### src/rtl/gray_mem_pkg.sv
// Shared types and defaults for the gray-image memory arbiter.
// Holds the memory geometry, the arbiter state encoding and the port-id type
// used by gray_mem_arbiter and gray_rr_pick.
package gray_mem_pkg;

  localparam int AW_DEF        = 14;  // 128x128 pixels
  localparam int DW_DEF        = 8;   // one gray byte per pixel
  localparam int IMG_W         = 128;
  localparam int MAX_BURST_DEF = 9;   // one 3x3 window

  typedef enum logic [1:0] {
    IDLE  = 2'd0,
    OWN_0 = 2'd1,
    OWN_1 = 2'd2
  } arb_state_t;

  typedef logic port_id_t;

  localparam port_id_t PORT_0 = 1'b0;
  localparam port_id_t PORT_1 = 1'b1;

  // The port that is not p
  function automatic port_id_t other_port(input port_id_t p);
    return ~p;
  endfunction

  // Ownership state reserved for port p
  function automatic arb_state_t own_state(input port_id_t p);
    return (p == PORT_1) ? OWN_1 : OWN_0;
  endfunction

endpackage

### src/rtl/gray_rr_pick.sv
// Two-way round-robin select: turns a request pair and a favoured-port
// pointer into a one-hot grant. Purely combinational.
module gray_rr_pick
  import gray_mem_pkg::*;
(
  input  logic [1:0] req_i,
  input  port_id_t   rr_ptr_i,
  output logic [1:0] gnt_o
);

  // A lone request always wins; a tie goes to the port the pointer favours
  always_comb begin
    gnt_o = 2'b00;
    case (req_i)
      2'b01:   gnt_o = 2'b01;
      2'b10:   gnt_o = 2'b10;
      2'b11:   gnt_o = (rr_ptr_i == PORT_1) ? 2'b10 : 2'b01;
      default: gnt_o = 2'b00;
    endcase
  end

endmodule

### src/rtl/gray_mem_arbiter.sv
// Two-requester arbiter for the single-port gray-image memory.
// Port 0 is the LBP window fetcher, port 1 the host/DMA loader or debug reader.
// Round-robin per access; read data is steered back to the issuing port one
// cycle after its grant.
// Build option: define GRAY_ARB_LOCK_EN to honour the lock inputs and build the
// OWN_0/OWN_1 burst states with a MAX_BURST forced hand-over. Without it the
// lock inputs are ignored and every cycle is an open round-robin.
module gray_mem_arbiter
  import gray_mem_pkg::*;
#(
  parameter int AW        = AW_DEF,
  parameter int DW        = DW_DEF,
  parameter int MAX_BURST = MAX_BURST_DEF
) (
  input  logic          clk_i,
  input  logic          reset_i,
  input  logic          m0_req_i,
  input  logic          m0_lock_i,
  input  logic          m0_we_i,
  input  logic [AW-1:0] m0_addr_i,
  input  logic [DW-1:0] m0_wdata_i,
  output logic          m0_gnt_o,
  output logic          m0_rvalid_o,
  output logic [DW-1:0] m0_rdata_o,
  input  logic          m1_req_i,
  input  logic          m1_lock_i,
  input  logic          m1_we_i,
  input  logic [AW-1:0] m1_addr_i,
  input  logic [DW-1:0] m1_wdata_i,
  output logic          m1_gnt_o,
  output logic          m1_rvalid_o,
  output logic [DW-1:0] m1_rdata_o,
  output logic          mem_en_o,
  output logic          mem_we_o,
  output logic [AW-1:0] mem_addr_o,
  output logic [DW-1:0] mem_wdata_o,
  input  logic [DW-1:0] mem_rdata_i,
  output logic          busy_o
);

  logic [1:0] req_s;
  logic [1:0] elig_s;
  logic [1:0] gnt_s;
  logic       acc_s;
  port_id_t   win_s;

  port_id_t   rr_ptr_q, rr_ptr_d;
  logic       rd_pend_q, rd_pend_d;
  port_id_t   rd_tag_q, rd_tag_d;

  assign req_s = {m1_req_i, m0_req_i};

`ifdef GRAY_ARB_LOCK_EN
  localparam int CW = $clog2(MAX_BURST + 1);
  localparam logic [CW-1:0] CNT_ZERO = {CW{1'b0}};
  localparam logic [CW-1:0] CNT_ONE  = {{(CW-1){1'b0}}, 1'b1};
  localparam logic [CW-1:0] CNT_MAX  = CW'(MAX_BURST);

  arb_state_t    state_q, state_d;
  logic [CW-1:0] burst_cnt_q, burst_cnt_d;
  logic          win_lock_s;
  port_id_t      owner_s;
  logic          owner_req_s;
  logic          owner_lock_s;

  // While a burst is locked only the owner may compete; nobody competes in reset
  always_comb begin
    elig_s = 2'b00;
    if (reset_i) begin
      elig_s = 2'b00;
    end else begin
      case (state_q)
        IDLE:    elig_s = req_s;
        OWN_0:   elig_s = {1'b0, req_s[0]};
        OWN_1:   elig_s = {req_s[1], 1'b0};
        default: elig_s = 2'b00;
      endcase
    end
  end

  // Lock request of the winner and request/lock of the current owner
  always_comb begin
    win_lock_s   = (win_s == PORT_1) ? m1_lock_i : m0_lock_i;
    owner_s      = (state_q == OWN_1) ? PORT_1 : PORT_0;
    owner_req_s  = (owner_s == PORT_1) ? m1_req_i : m0_req_i;
    owner_lock_s = (owner_s == PORT_1) ? m1_lock_i : m0_lock_i;
  end

  // Burst ownership: enter on a locked grant, leave on unlock, idle-release or MAX_BURST
  always_comb begin
    state_d     = state_q;
    burst_cnt_d = burst_cnt_q;
    case (state_q)
      IDLE: begin
        if (acc_s && win_lock_s && (MAX_BURST > 1)) begin
          state_d     = own_state(win_s);
          burst_cnt_d = CNT_ONE;
        end else begin
          state_d     = IDLE;
          burst_cnt_d = CNT_ZERO;
        end
      end
      OWN_0, OWN_1: begin
        if (acc_s) begin
          // The grant that makes the count reach MAX_BURST is the last of the burst
          if (((burst_cnt_q + CNT_ONE) == CNT_MAX) || !win_lock_s) begin
            state_d     = IDLE;
            burst_cnt_d = CNT_ZERO;
          end else begin
            state_d     = state_q;
            burst_cnt_d = burst_cnt_q + CNT_ONE;
          end
        end else if (!owner_req_s && !owner_lock_s) begin
          state_d     = IDLE;
          burst_cnt_d = CNT_ZERO;
        end else begin
          state_d     = state_q;
          burst_cnt_d = burst_cnt_q;
        end
      end
      default: begin
        state_d     = IDLE;
        burst_cnt_d = CNT_ZERO;
      end
    endcase
  end

  // Burst state register
  always_ff @(posedge clk_i or posedge reset_i) begin
    if (reset_i) begin
      state_q     <= IDLE;
      burst_cnt_q <= CNT_ZERO;
    end else begin
      state_q     <= state_d;
      burst_cnt_q <= burst_cnt_d;
    end
  end

  assign busy_o = (state_q != IDLE) || rd_pend_q;
`else
  logic unused_lock_s;
  assign unused_lock_s = m0_lock_i ^ m1_lock_i;

  // Without locking every requester competes every cycle; nobody competes in reset
  always_comb begin
    elig_s = 2'b00;
    if (reset_i) begin
      elig_s = 2'b00;
    end else begin
      elig_s = req_s;
    end
  end

  assign busy_o = rd_pend_q;
`endif

  gray_rr_pick u_pick (
    .req_i    (elig_s),
    .rr_ptr_i (rr_ptr_q),
    .gnt_o    (gnt_s)
  );

  assign acc_s    = |gnt_s;
  assign m0_gnt_o = gnt_s[0];
  assign m1_gnt_o = gnt_s[1];

  // Put the winner's access on the memory bus; an idle bus drives zeros
  always_comb begin
    win_s       = PORT_0;
    mem_en_o    = 1'b0;
    mem_we_o    = 1'b0;
    mem_addr_o  = {AW{1'b0}};
    mem_wdata_o = {DW{1'b0}};
    case (gnt_s)
      2'b01: begin
        win_s       = PORT_0;
        mem_en_o    = 1'b1;
        mem_we_o    = m0_we_i;
        mem_addr_o  = m0_addr_i;
        mem_wdata_o = m0_wdata_i;
      end
      2'b10: begin
        win_s       = PORT_1;
        mem_en_o    = 1'b1;
        mem_we_o    = m1_we_i;
        mem_addr_o  = m1_addr_i;
        mem_wdata_o = m1_wdata_i;
      end
      default: begin
        win_s       = PORT_0;
        mem_en_o    = 1'b0;
        mem_we_o    = 1'b0;
        mem_addr_o  = {AW{1'b0}};
        mem_wdata_o = {DW{1'b0}};
      end
    endcase
  end

  // Every grant hands priority to the other port; a granted read is tagged for return
  always_comb begin
    rr_ptr_d  = rr_ptr_q;
    rd_pend_d = 1'b0;
    rd_tag_d  = rd_tag_q;
    if (acc_s) begin
      rr_ptr_d  = other_port(win_s);
      rd_pend_d = ~mem_we_o;
      rd_tag_d  = win_s;
    end else begin
      rr_ptr_d  = rr_ptr_q;
      rd_pend_d = 1'b0;
      rd_tag_d  = rd_tag_q;
    end
  end

  // Pointer and read-return registers; reset drops any read in flight
  always_ff @(posedge clk_i or posedge reset_i) begin
    if (reset_i) begin
      rr_ptr_q  <= PORT_0;
      rd_pend_q <= 1'b0;
      rd_tag_q  <= PORT_0;
    end else begin
      rr_ptr_q  <= rr_ptr_d;
      rd_pend_q <= rd_pend_d;
      rd_tag_q  <= rd_tag_d;
    end
  end

  assign m0_rvalid_o = rd_pend_q && (rd_tag_q == PORT_0);
  assign m1_rvalid_o = rd_pend_q && (rd_tag_q == PORT_1);
  assign m0_rdata_o  = m0_rvalid_o ? mem_rdata_i : {DW{1'b0}};
  assign m1_rdata_o  = m1_rvalid_o ? mem_rdata_i : {DW{1'b0}};

endmodule
### config.mk
export PLATFORM = sky130hd
export DESIGN_NAME = gray_mem_arbiter
export DESIGN_NICKNAME = d
export VERILOG_FILES = /design/src/rtl/gray_mem_pkg.sv /design/src/rtl/gray_rr_pick.sv /design/src/rtl/gray_mem_arbiter.sv
export SDC_FILE = /design/constraint.sdc
export NUM_CORES = 1
export LEC_CHECK = 0
export CAP_MARGIN = 20
export CORE_ASPECT_RATIO = 2
export CORE_MARGIN = 8
export CORE_UTILIZATION = 20
export CTS_BUF_LIST = sky130_fd_sc_hd__clkbuf_4
export CTS_CLUSTER_DIAMETER = 50
export DETAILED_ROUTE_END_ITERATION = 10
export PLACE_DENSITY = 0.79
export SETUP_SLACK_MARGIN = 0.02
export SYNTH_ARGS = -nofsm -noshare
export SYNTH_HDL_FRONTEND = slang
export SYNTH_SLANG_ARGS = --single-unit
### constraint.sdc
create_clock -name clk_i -period 1.4 [get_ports clk_i]
set_input_delay 0.21 -clock clk_i [delete_from_list [all_inputs] [get_ports clk_i]]
set_output_delay 0.21 -clock clk_i [all_outputs]
set_load 0.05 [all_outputs]
==> results summary, run 1 <==
The initial antenna violation count was 0. The die height is ~95 um. The global-route wire length before repair came out at 7.838 mm. The detail-routed via count per cell came out at ~5.

The overall global routing resource usage came out at a little under a fifth. The share of the clock period used by the worst path is 145.6%. In this run the number of H-tree levels came out at 1.

The via count of the first global-routing pass came out at 1430. The iteration-0 DRC count of the detailed router came out at 15. The net count reported at finish is 277. Setup repair after global routing could not meet its margin everywhere.

The filler-free cell count of the finished design came out at between 200 and 250. The slew at the pin closest to its max-slew limit came out at between 200 and 300 ps. The floorplan core area is between 3000 and 4000 um^2. CTS placed an instance of sky130_fd_sc_hd__clkbuf_4 at the clock tree root. The worst setup path is launched from a register. In this run the mean area of a mapped cell was a little under 7 um^2. The netlist uses 19 different library cells.

The cell count after synthesis is 92. The number of max-cap violations came out at 0. From synthesis to final layout, the design area changed by 310.1%.

The register clock-pin slew on the reported worst setup and hold paths came out at ~40 ps. The worst reg-to-reg path cell count is 8. In this run the power density over the cells is ~670 nW/um^2. The worst setup path is captured at an output port. Of all nets on the critical path, the largest fanout is 8. The final setup slack of the worst path came out at -638.0 ps. The clock tree from TritonCTS is done.

The synthesis warning total came out at 0. The latest clock arrival within the worst-skew pair is roughly 240 ps. The top cell type's share of synthesized area came out at between 20% and 30%. Summed over all instances, the cell type with the most area after synthesis is sky130_fd_sc_hd__a22oi_1. The fraction of layout instances using a drive strength above 1 is a little over two thirds. The final hold slack is around 190 ps. The routed wire length per instance is around 22 um.

The sum of routed wire length over all layers came out at approximately 5.3 mm. The leakage power total came out at approximately 1 nW. The total nets after synthesis is 156. After synthesis, the most frequently instantiated cells are 23 x sky130_fd_sc_hd__a22oi_1, 23 x sky130_fd_sc_hd__nor2_1, 10 x sky130_fd_sc_hd__and3_1. The share of synthesized registers carrying an async set or reset is 100.0%. The die outline area is roughly 5300 um^2. The data arrival time at the worst-slack endpoint came out at 1830 ps. The clock tree skew after final layout is between 0.8 and 0.9 ps. The synthesized design contains 0 enable-type register cells. The netlist area before placement came out at approximately 630 um^2. Counting along the longest clock path gives a buffer depth of 2. The number of hold violations in the final report came out at 0. The number of iterations in the first detailed-routing pass is 4. By startpoint and endpoint, the worst setup path is classified as reg2out.

Among all flip-flop cells after synthesis, the most frequent one is sky130_fd_sc_hd__dfrtp_1. After global routing the overflow that remains totals 0. The number of buffers created by CTS is 3. The max-slew violation count came to 0. Derived from the worst setup path, the maximum achievable clock frequency is 490.7 MHz. The total of endpoints with negative setup slack in the final report is 36. In this run the worst hold path is classified as in2async. Entering global routing, the biggest net connects 13 pins. Sorting the synthesized cells by area gives the leading types as sky130_fd_sc_hd__a22oi_1 27%, sky130_fd_sc_hd__nor2_1 14%, sky130_fd_sc_hd__dfrtp_1 12%. The initial cell density of the core is between 20 and 25%. The placed cell count came out at roughly 230. After layout, the minimum clock period comes to a little over 2000 ps. Measured along the x axis, the die boundary spans about 56 um. The TritonCTS sink count came out at 3.

The half-perimeter wire length of the detailed placement result came out at between 3 and 4 mm. The final antenna-violating net count came out at 0. STA puts the critical path data required time at 1190 ps. The final reports fail on setup timing. The run finished, with violations left. Summing over every cut layer, the via total after detailed routing is roughly 1200. 0 antenna diodes ended up in the layout. The routability-driven placement congestion ratio is roughly 0.68. The number of remaining DRC errors is 0. The total of flip-flops plus latches after synthesis is 3. 105 I/O pins were placed. IR analysis of the VDD net gives a maximum drop of roughly 0.6 mV. Measured against its own limit, the worst slew margin works out to ~83%. After floorplanning, the core was divided into 29 placement rows. The number of buffer cells added on primary ports came out at 102. The share of synthesized area occupied by flip-flops and latches came out at a little under an eighth.
final timing paths:
path                                      startpoint              endpoint  slack, ps
worst min register to register  rr_ptr_q$_DFFE_PP0P_  rr_ptr_q$_DFFE_PP0P_        580
worst max register to register  rr_ptr_q$_DFFE_PP0P_      busy_o$_DFF_PP0_       -390
worst max-delay path            rr_ptr_q$_DFFE_PP0P_        mem_wdata_o[4]       -640
min in group clk_i              rr_ptr_q$_DFFE_PP0P_  rr_ptr_q$_DFFE_PP0P_        580
max in group asynchronous                    reset_i  rd_tag_q$_DFFE_PP0P_       1100
worst min-delay path                         reset_i  rr_ptr_q$_DFFE_PP0P_        190
registers in the layout (all words and copies together), names as in the netlist:
name	count
busy_o	1
rd_tag_q	1
rr_ptr_q	1
critical path: stages, from the launching register on:
cell and delay (ps):
sky130_fd_sc_hd__dfrtp_1 400, sky130_fd_sc_hd__nand2b_4 160, sky130_fd_sc_hd__nand3_1 160, sky130_fd_sc_hd__ha_4 240, sky130_fd_sc_hd__buf_12 140, sky130_fd_sc_hd__a22oi_2 240
sky130_fd_sc_hd__nor2_4 80, sky130_fd_sc_hd__buf_8 150
where the power goes:
| part | switching [mW] | internal (mW) | leakage, nW |
|---|---|---|---|
| clock | 0.0578 | 0.127 | 0.0184 |
| combinational | 0.723 | 0.697 | 0.928 |
| sequential | 0.0273 | 0.104 | 0.0346 |
area by class of cell:
cell class	count	area, um^2
Sequential cell	3	77.57
Tap cell	31	38.79
Clock buffer	4	30.03
Timing Repair Buffer	124	1531
Fill cell	159	493.0
Inverter	2	7.507
Multi-Input combinational cell	79	905.9
repair_timing:
| action | 4_1_cts | 5_1_grt |
|---|---|---|
| hold endpoints to repair | 0 | 0 |
| gates cloned | 2 | 0 |
| pin swaps | 13 | 10 |
| hold buffers | 0 | 0 |
| endpoints found under the setup margin | 38 | 47 |
| buffers inserted | 11 | 0 |
| resized for setup | 61 | 12 |
cell usage in the layout, fill, tap and decap left out, drive strengths merged:
master | synthesis | routed
a22oi | 23 | 23
inv | 2 | 2
mux2 | 1 | 1
nand2 | 2 | 2
dlygate4sd2 | 0 | 3
nand3 | 2 | 2
buf | 9 | 67
clkbuf | 0 | 4
ha | 4 | 4
and2 | 9 | 9
and3 | 10 | 10
nor2 | 23 | 23
dfrtp | 3 | 3
o21ai | 1 | 1
o21ba | 1 | 1
nor2b | 1 | 2
nand2b | 1 | 1
clkdlybuf4s50 | 0 | 54
metal layers:
| metal | GRT usage, % | vias up | share of wire [%] |
|---|---|---|---|
| met1 | 17.53 | 571 | 34 |
| met2 | 32.99 | 85 | 54 |
| met3 | 8.800 | 8 | 10 |
| met5 | 0 | - | 0 |
| met4 | 4.959 | 0 | 1.2 |
| li1 | - | 570 | - |
logic make-up (layout without fill, tap and decap cells):
logic type / Yosys count / in the layout / synth area share [%]
flip-flops: 3 / 3 / 11.88
adder cells (fa/ha/maj): 4 / 4 / 7.921
AO/OA/AOI/OAI: 25 / 25 / 29.70
multiplexers: 1 / 1 / 1.782
buffers and inverters: 11 / 130 / 10.10
AND/OR/NAND/NOR: 48 / 49 / 38.61
stage by stage:
stage / instance area [um^2] / setup TNS [ps] / total power, mW / utilization, % / worst slack (ps)
5_1_grt: 2591 / -17090 / 1.801 / 84.02 / -695.2
2_1_floorplan: 930.9 / -7445 / 0.8210 / - / -334.2
3_3_place_gp: 2147 / -14340 / 1.309 / 69.61 / -578.7
3_5_place_dp: 2147 / -15710 / 1.327 / 69.61 / -632.9
4_1_cts: 2542 / -13300 / 1.689 / 82.43 / -579.4
6_report: 2591 / -14880 / 1.737 / 84.02 / -638.0
Note: power is estimated with default switching activity, not from simulation.
==> run 2: changes to the inputs <==
--- a/config.mk
+++ b/config.mk
@@ -8,11 +8,10 @@
 export CAP_MARGIN = 20
 export CORE_ASPECT_RATIO = 2
 export CORE_MARGIN = 8
-export CORE_UTILIZATION = 20
-export CTS_BUF_LIST = sky130_fd_sc_hd__clkbuf_4
+export CORE_UTILIZATION = 19
 export CTS_CLUSTER_DIAMETER = 50
 export DETAILED_ROUTE_END_ITERATION = 10
-export PLACE_DENSITY = 0.79
+export PLACE_DENSITY = 0.72
 export SETUP_SLACK_MARGIN = 0.02
 export SYNTH_ARGS = -nofsm -noshare
 export SYNTH_HDL_FRONTEND = slang
==> run 2 against run 1 <==
Net effect: the run still ends with setup timing left; clock skew rose by 2.1 ps; setup slack improved by 56 ps; wire length rose by 7.3%; non-clock buffer count up 4; global-route usage rose by 1.9 points; count of clock-buffer cells in the layout did not move; critical path depth unchanged; sequential share of layout area fell by 0.13 points; combinational power grew 4%; final area grew 4.4%; clock power up 40%.
==> results summary, run 2 (synthesis results as in run 1) <==
The flow ran to the end, but the final reports show violations. The checks that failed: setup timing. The largest net degree at the start of global routing is 14 (+1). The via count of the first global-routing pass came out at 1496 (+4.6%). The maximum root-to-sink buffer count is 2 (unchanged). The latest clock arrival within the worst-skew pair is 220 ps (-20 ps). The number of buffer cells added on primary ports is 102 (unchanged). The power density over cell area came out at 686.3 nW/um^2 (+2.4%). The leftover overflow at the end of global routing came to 0 (unchanged). The routability-driven placement congestion ratio is 0.7884 (+17%). The setup path with the least slack is of type reg2out. The sum of routed wire length over all layers came to 5.676 mm (+7.3%).

The routed wire length per instance came out at 22.98 um (+5.6%). In this run the critical register-to-register path is captured at busy_o$_DFF_PP0_. The initial cell density of the core is 19.79% (-0.70 points).

The top fanout value on the critical path is 6 (-2). The register clock-pin slew on the reported worst setup and hold paths was 30 ps (about the same). The clock tree skew after final layout came out at 2.975 ps (+2.123 ps).

TritonCTS built the clock tree. The share of the clock period used by the worst path came to 141.6% (-4.0 points). The tree is rooted in a sky130_fd_sc_hd__clkbuf_8. The overall global routing resource usage came out at 19.93% (+1.9 points). The deepest level of the CTS H-tree is 1 (unchanged).

The end point of the critical path is mem_addr_o[10]. The number of hold violations in the final report came out at 0 (unchanged). The leakage power total is 1.046 nW (+6.6%). Setup repair after global routing could not meet its margin everywhere. The initial antenna violation count is 0 (unchanged). The net count reported at finish came out at 281 (+1.4%). The TritonCTS sink count is 3 (unchanged). Leaving out fill and tap cells, the most frequent cell in the layout is sky130_fd_sc_hd__clkdlybuf4s50_1. The floorplan core area came out at 3193 um^2 (+3.5%). The time the final worst path needs with I/O delays and setup is 1982 ps (-55.94 ps). The number of placed I/O pins is 105 (unchanged). The die span in x is 56.78 um (+1.8%). The final antenna-violating net count is 0 (unchanged).

The origin of the critical flop-to-flop path is rr_ptr_q$_DFFE_PP0P_. The capturing element type of the critical path is an output port. The number of buffers created by CTS is 3 (unchanged). The iteration-0 DRC count of the detailed router came out at 17 (+2). The data arrival time at the worst-slack endpoint is 1770 ps (-60 ps). The fraction of layout instances using a drive strength above 1 is 69.44% (-0.37 points). The launching element type of the critical path is a register.

The die outline area came to 5539 um^2 (+4.1%). The routed via count is 1276 (+3.4%). The half-perimeter wire length of the detailed placement result is 3.403 mm (+3.5%). The slew at the pin closest to its max-slew limit is 331.4 ps (+75.97 ps).

The diode insertion count for antenna repair is 0 (unchanged). The final setup slack of the worst path came out at -582.1 ps (+55.94 ps). The number of max-cap violations came out at 0 (unchanged).

The detail-routed via count per cell is 5.166 (+1.7%). The number of iterations in the first detailed-routing pass is 4 (unchanged). The tightest min-delay check is of the in2async type. The setup slack of the most critical reg-to-reg path is -300 ps (+90 ps). The worst-case headroom to the max-slew limit came out at 77.91% (-5.1 points). The upper clock frequency limit is 504.5 MHz (+2.8%).

The maximum VDD drop is 0.6258 mV (+6.7%). The die height is 97.56 um (+2.2%). The standard cell area after detailed placement is 2142 um^2 (-0.23%).

The number of remaining DRC errors came to 0 (unchanged). The worst reg-to-reg path cell count came to 7 (-1). The required time of the worst setup path was 1190 ps (about the same). The final design instance area without fill is 2706 um^2 (+4.4%).

The final hold slack came to 144.9 ps (-48.12 ps). The total of endpoints with negative setup slack in the final report came out at 29 (-19%). Tracing the worst setup path back leads to its startpoint at rr_ptr_q$_DFFE_PP0P_.

The global-route wire length before repair came out at 8.776 mm (+12%). The max-slew violation count came out at 0 (unchanged). In the layout the commonest cells are 54 x sky130_fd_sc_hd__clkdlybuf4s50_1, 26 x sky130_fd_sc_hd__buf_12, 23 x sky130_fd_sc_hd__nor2_4.

The standard-cell row count came to 29 (unchanged). The layout overhead on the synthesized area came out at 328.3%.
==> run 2: changes by cell type in the layout (fill, tap and decap cells not counted), moves of 3 or more <==
cell	previous run	this run
sky130_fd_sc_hd__clkbuf_4	4	0
sky130_fd_sc_hd__buf_4	10	15
sky130_fd_sc_hd__buf_6	27	10
sky130_fd_sc_hd__clkbuf_8	0	3
sky130_fd_sc_hd__buf_8	3	17
==> run 2: area by class of cell <==
type / instances / area, um^2
inverter: 2 / 7.507
sequential: 3 / 77.57
tap: 31 / 38.79
fill: 146 / 486.7
clock buffer: 4 / 45.04
timing repair buffer: 128 / 1633
multi-input combinational: 79 / 904.6
==> run 2: worst max-delay path, cell delays in order, from the launching register on <==
cell and delay [ps]:
sky130_fd_sc_hd__dfrtp_1 400, sky130_fd_sc_hd__nand2b_4 150, sky130_fd_sc_hd__and3_4 180, sky130_fd_sc_hd__ha_4 220, sky130_fd_sc_hd__buf_12 150, sky130_fd_sc_hd__a22oi_2 240, sky130_fd_sc_hd__nor2_4 50, sky130_fd_sc_hd__buf_8 150
==> run 2: worst min path at each step <==
stage / start / to / slack [ps] / cells past startpoint
global route: reset_i / busy_o$_DFF_PP0_ / 180 / 3
finish: reset_i / busy_o$_DFF_PP0_ / 140 / 3
global placement: rr_ptr_q$_DFFE_PP0P_ / rr_ptr_q$_DFFE_PP0P_ / 490 / 2
floorplan: reset_i / rd_tag_q$_DFFE_PP0P_ / -3 / 1
CTS: reset_i / busy_o$_DFF_PP0_ / 140 / 3
detailed placement: rr_ptr_q$_DFFE_PP0P_ / rr_ptr_q$_DFFE_PP0P_ / 510 / 2
==> run 2: power breakdown <==
group          internal (mW)  switching, mW
combinational          0.743          0.725
sequential             0.104         0.0255
clock                  0.195         0.0643
==> run 2: layer usage <==
| layer | part of all wire [%] | routed length (um) | track usage [%] |
|---|---|---|---|
| met3 | 11 | 598 | 9.424 |
| met5 | 0 | 0 | 0 |
| met4 | 3.2 | 182 | 6.545 |
| met2 | 56 | 3159 | 36.93 |
| met1 | 31 | 1735 | 17.91 |
==> run 2: repair_timing <==
| action | 4_1_cts | 5_1_grt |
|---|---|---|
| hold buffers | 0 | 0 |
| pin swaps | 46 | 16 |
| setup buffers | 12 | 2 |
| hold endpoints to repair | 0 | 0 |
| endpoints found under the setup margin | 37 | 47 |
| resized for setup | 72 | 16 |
| cloned | 3 | 2 |
==> run 2: metrics by stage <==
stage | cells | util, % | worst slack, ps | TNS (ps) | power [mW]
CTS | 245 | 82.56 | -572.5 | -13140 | 1.795
global route | 247 | 84.76 | -632.5 | -15170 | 1.937
floorplan | 92 | - | -334.2 | -7445 | 0.8210
detailed placement | 227 | 67.08 | -616.2 | -15550 | 1.310
global placement | 227 | 67.08 | -569.6 | -14310 | 1.292
finish | 247 | 84.76 | -582.1 | -13710 | 1.857
==> run 3: changes to the inputs <==
==> constraint.sdc (replaced) <==
create_clock -name clk_i -period 1.75 [get_ports clk_i]
set_input_delay 0.2625 -clock clk_i [delete_from_list [all_inputs] [get_ports clk_i]]
set_output_delay 0.2625 -clock clk_i [all_outputs]
set_load 0.05 [all_outputs]
==> run 3 against run 2 <==
Net effect: the flow still finishes with violations (setup timing); critical endpoint is now mem_wdata_o[3]; register-to-register slack better by 210 ps; power is 25% lower; sequential power is 18% lower; critical path depth stayed put; critical path type unchanged; largest power group unchanged; largest cell class unchanged.
==> results summary, run 3 (synthesis results as in run 1) <==
The flow ran to the end, but the final reports show violations. The checks that failed: setup timing. The net count reported at finish came out at 275 (-2.1%). The floorplan core area is 3193 um^2 (unchanged). The filler-free cell count of the finished design is 241 (-2.4%). The die outline area came out at 5539 um^2 (unchanged). The leftover overflow at the end of global routing came out at 0 (unchanged). The die span in x came out at 56.78 um (unchanged). The standard-cell row count came to 29 (unchanged). The launching element type of the critical path is a register.

In this run the critical register-to-register path is launched from rr_ptr_q$_DFFE_PP0P_. The number of iterations in the first detailed-routing pass is 4 (unchanged). The worst reg-to-reg path cell count came out at 9 (+2). The required time of the worst setup path came out at 1490 ps (+300 ps). The register clock-pin slew on the reported worst setup and hold paths came out at 30 ps (about the same). In this run the critical register-to-register path is captured at busy_o$_DFF_PP0_. The setup path with the least slack is of type reg2out. Traced cell by cell, the critical path runs through nand2b_4 -> and3_4 -> ha_4 -> buf_12 -> a22oi_2 -> nor2_4 -> buf_8.

The TritonCTS sink count came out at 3 (unchanged). The detail-routed via count per cell came to 5.087 (-1.5%). The final antenna-violating net count is 0 (unchanged). The deepest level of the CTS H-tree came out at 1 (unchanged). The top fanout value on the critical path came out at 6 (unchanged). The number of buffer cells added on primary ports came out at 102 (unchanged). The number of fill cells in the layout is 173 (+18%).

The worst-case headroom to the max-slew limit is 78.03% (+0.12 points). The latest clock arrival within the worst-skew pair came to 220 ps (about the same). The routed wire length per instance came to 21.25 um (-7.5%). TritonCTS built the clock tree. The initial cell density of the core is 19.79% (unchanged). The max-slew violation count is 0 (unchanged). The global-route wire length before repair is 7.369 mm (-16%).

The summed negative setup slack over all endpoints is -5674 ps (+8035 ps). The half-perimeter wire length of the detailed placement result came to 3.499 mm (+2.8%). The number of hold violations in the final report is 0 (unchanged). The total of endpoints with negative setup slack in the final report came out at 25 (-14%).

The number of buffers created by CTS came out at 3 (unchanged). The power density over cell area is 548.6 nW/um^2 (-20%). The die height was 97.56 um (unchanged).

The initial antenna violation count is 0 (unchanged). The number of placed I/O pins is 105 (unchanged). The worst stage delay on the critical path came out at 390 ps (about the same). The maximum VDD drop was 0.4987 mV (-20%).

The number of hold-repair buffers added at the cts stage came to 0 (unchanged). The layout overhead on the synthesized area came out at 301.2%. The iteration-0 DRC count of the detailed router came out at 19 (+2). The routed via count came to 1226 (-3.9%).

The final core utilization is 79.39% (-5.4 points). The clock tree skew after final layout is 0.3536 ps (-2.621 ps). The diode insertion count for antenna repair came out at 0 (unchanged).

The largest net degree at the start of global routing came out at 14 (unchanged). The type of the tightest min-delay check is in2async. The slowest stage of the critical path is the sky130_fd_sc_hd__dfrtp_1 cell.

The routability-driven placement congestion ratio came out at 0.7518 (-4.6%). The data arrival time at the worst-slack endpoint was 1780 ps (about the same). The time the final worst path needs with I/O delays and setup came out at slightly above 2000 ps.

The final setup slack of the worst path came to -291.3 ps (+290.8 ps). Of the available clock period, the critical path in the final layout requires 116.6%. The number of max-cap violations is 0 (unchanged). The setup slack of the most critical reg-to-reg path is -90 ps (+210 ps). The overall global routing resource usage came out at 16.11% (-3.8 points). The leakage power total is 0.9839 nW (-5.9%). The slew at the pin closest to its max-slew limit was 329.6 ps (-1.786 ps). The sum of routed wire length over all layers came to 5.122 mm (-9.8%).

The placed cell count came to 225 (-0.88%). The upper clock frequency limit is a little under 500 MHz. The maximum root-to-sink buffer count is 2 (unchanged). The number of remaining DRC errors was 0 (unchanged). Setup repair after global routing could not meet its margin everywhere. STA classifies the critical path endpoint as an output port. The fraction of layout instances using a drive strength above 1 came to 60.00% (-9.4 points).

Leaving out fill and tap cells, the most frequent cell in the layout is sky130_fd_sc_hd__clkdlybuf4s50_1. The root buffer selected by CTS is sky130_fd_sc_hd__clkbuf_8. In the layout the commonest cells are 54 x sky130_fd_sc_hd__clkdlybuf4s50_1, 25 x sky130_fd_sc_hd__buf_12, 23 x sky130_fd_sc_hd__nor2_4. The via count of the first global-routing pass came out at 1381 (-7.7%).
run 3: worst max-delay path by stage:
stage / slack, ps / start / to
after floorplan: -40 / rr_ptr_q$_DFFE_PP0P_ / mem_addr_o[10]
after global placement: -400 / reset_i / mem_we_o
after detailed placement: -450 / reset_i / mem_we_o
after CTS: -260 / rr_ptr_q$_DFFE_PP0P_ / mem_we_o
after global routing: -320 / rr_ptr_q$_DFFE_PP0P_ / mem_wdata_o[3]
final: -290 / rr_ptr_q$_DFFE_PP0P_ / mem_wdata_o[3]
run 3: area by class of cell:
type                       count  area, um^2  area share (%)
multi-input combinational     78       823.3           32.48
inverter                       2       11.26          0.4442
tap                           31       38.79           1.530
timing repair buffer         123        1540           60.76
sequential                     3       76.32           3.011
clock buffer                   4       45.04           1.777
run 3: timing repair:
action | 4_1_cts | 5_1_grt
buffers inserted | 8 | 1
resized for setup | 52 | 5
pin swaps | 19 | 5
cloned | 0 | 3
setup endpoints to repair | 25 | 25
run 3: layer usage:
metal	track usage (%)	up-vias	share of wire, %
li1	-	566	-
met1	17.32	564	38
met2	27.08	89	50
met3	7.723	7	11
met4	4.182	0	1.6
met5	0	-	0
run 3: worst max-delay path, delay by kind of cell (launching register included):
family          cells  cell delay, ps
flops               1             390
buf+inv             2             300
compound gates      1             270
simple gates        3             390
fa+ha+maj           1             200
run 3: power breakdown:
part	internal, mW	switching (mW)	total, mW
Clock	0.156	0.0586	0.215
Sequential	0.0826	0.0235	0.106
Combinational	0.525	0.545	1.07
run 3: per-stage QoR:
stage          hold slack [ps]  setup slack [ps]  power [mW]  instance area, um^2
2_1_floorplan            25.08            -37.43      0.6317                899.6
3_3_place_gp             491.0            -395.1      0.9986                 2093
3_5_place_dp             543.0            -450.5       1.014                 2093
4_1_cts                  296.4            -255.6       1.320                 2434
5_1_grt                  314.6            -317.5       1.447                 2535
6_report                 287.2            -291.3       1.391                 2535
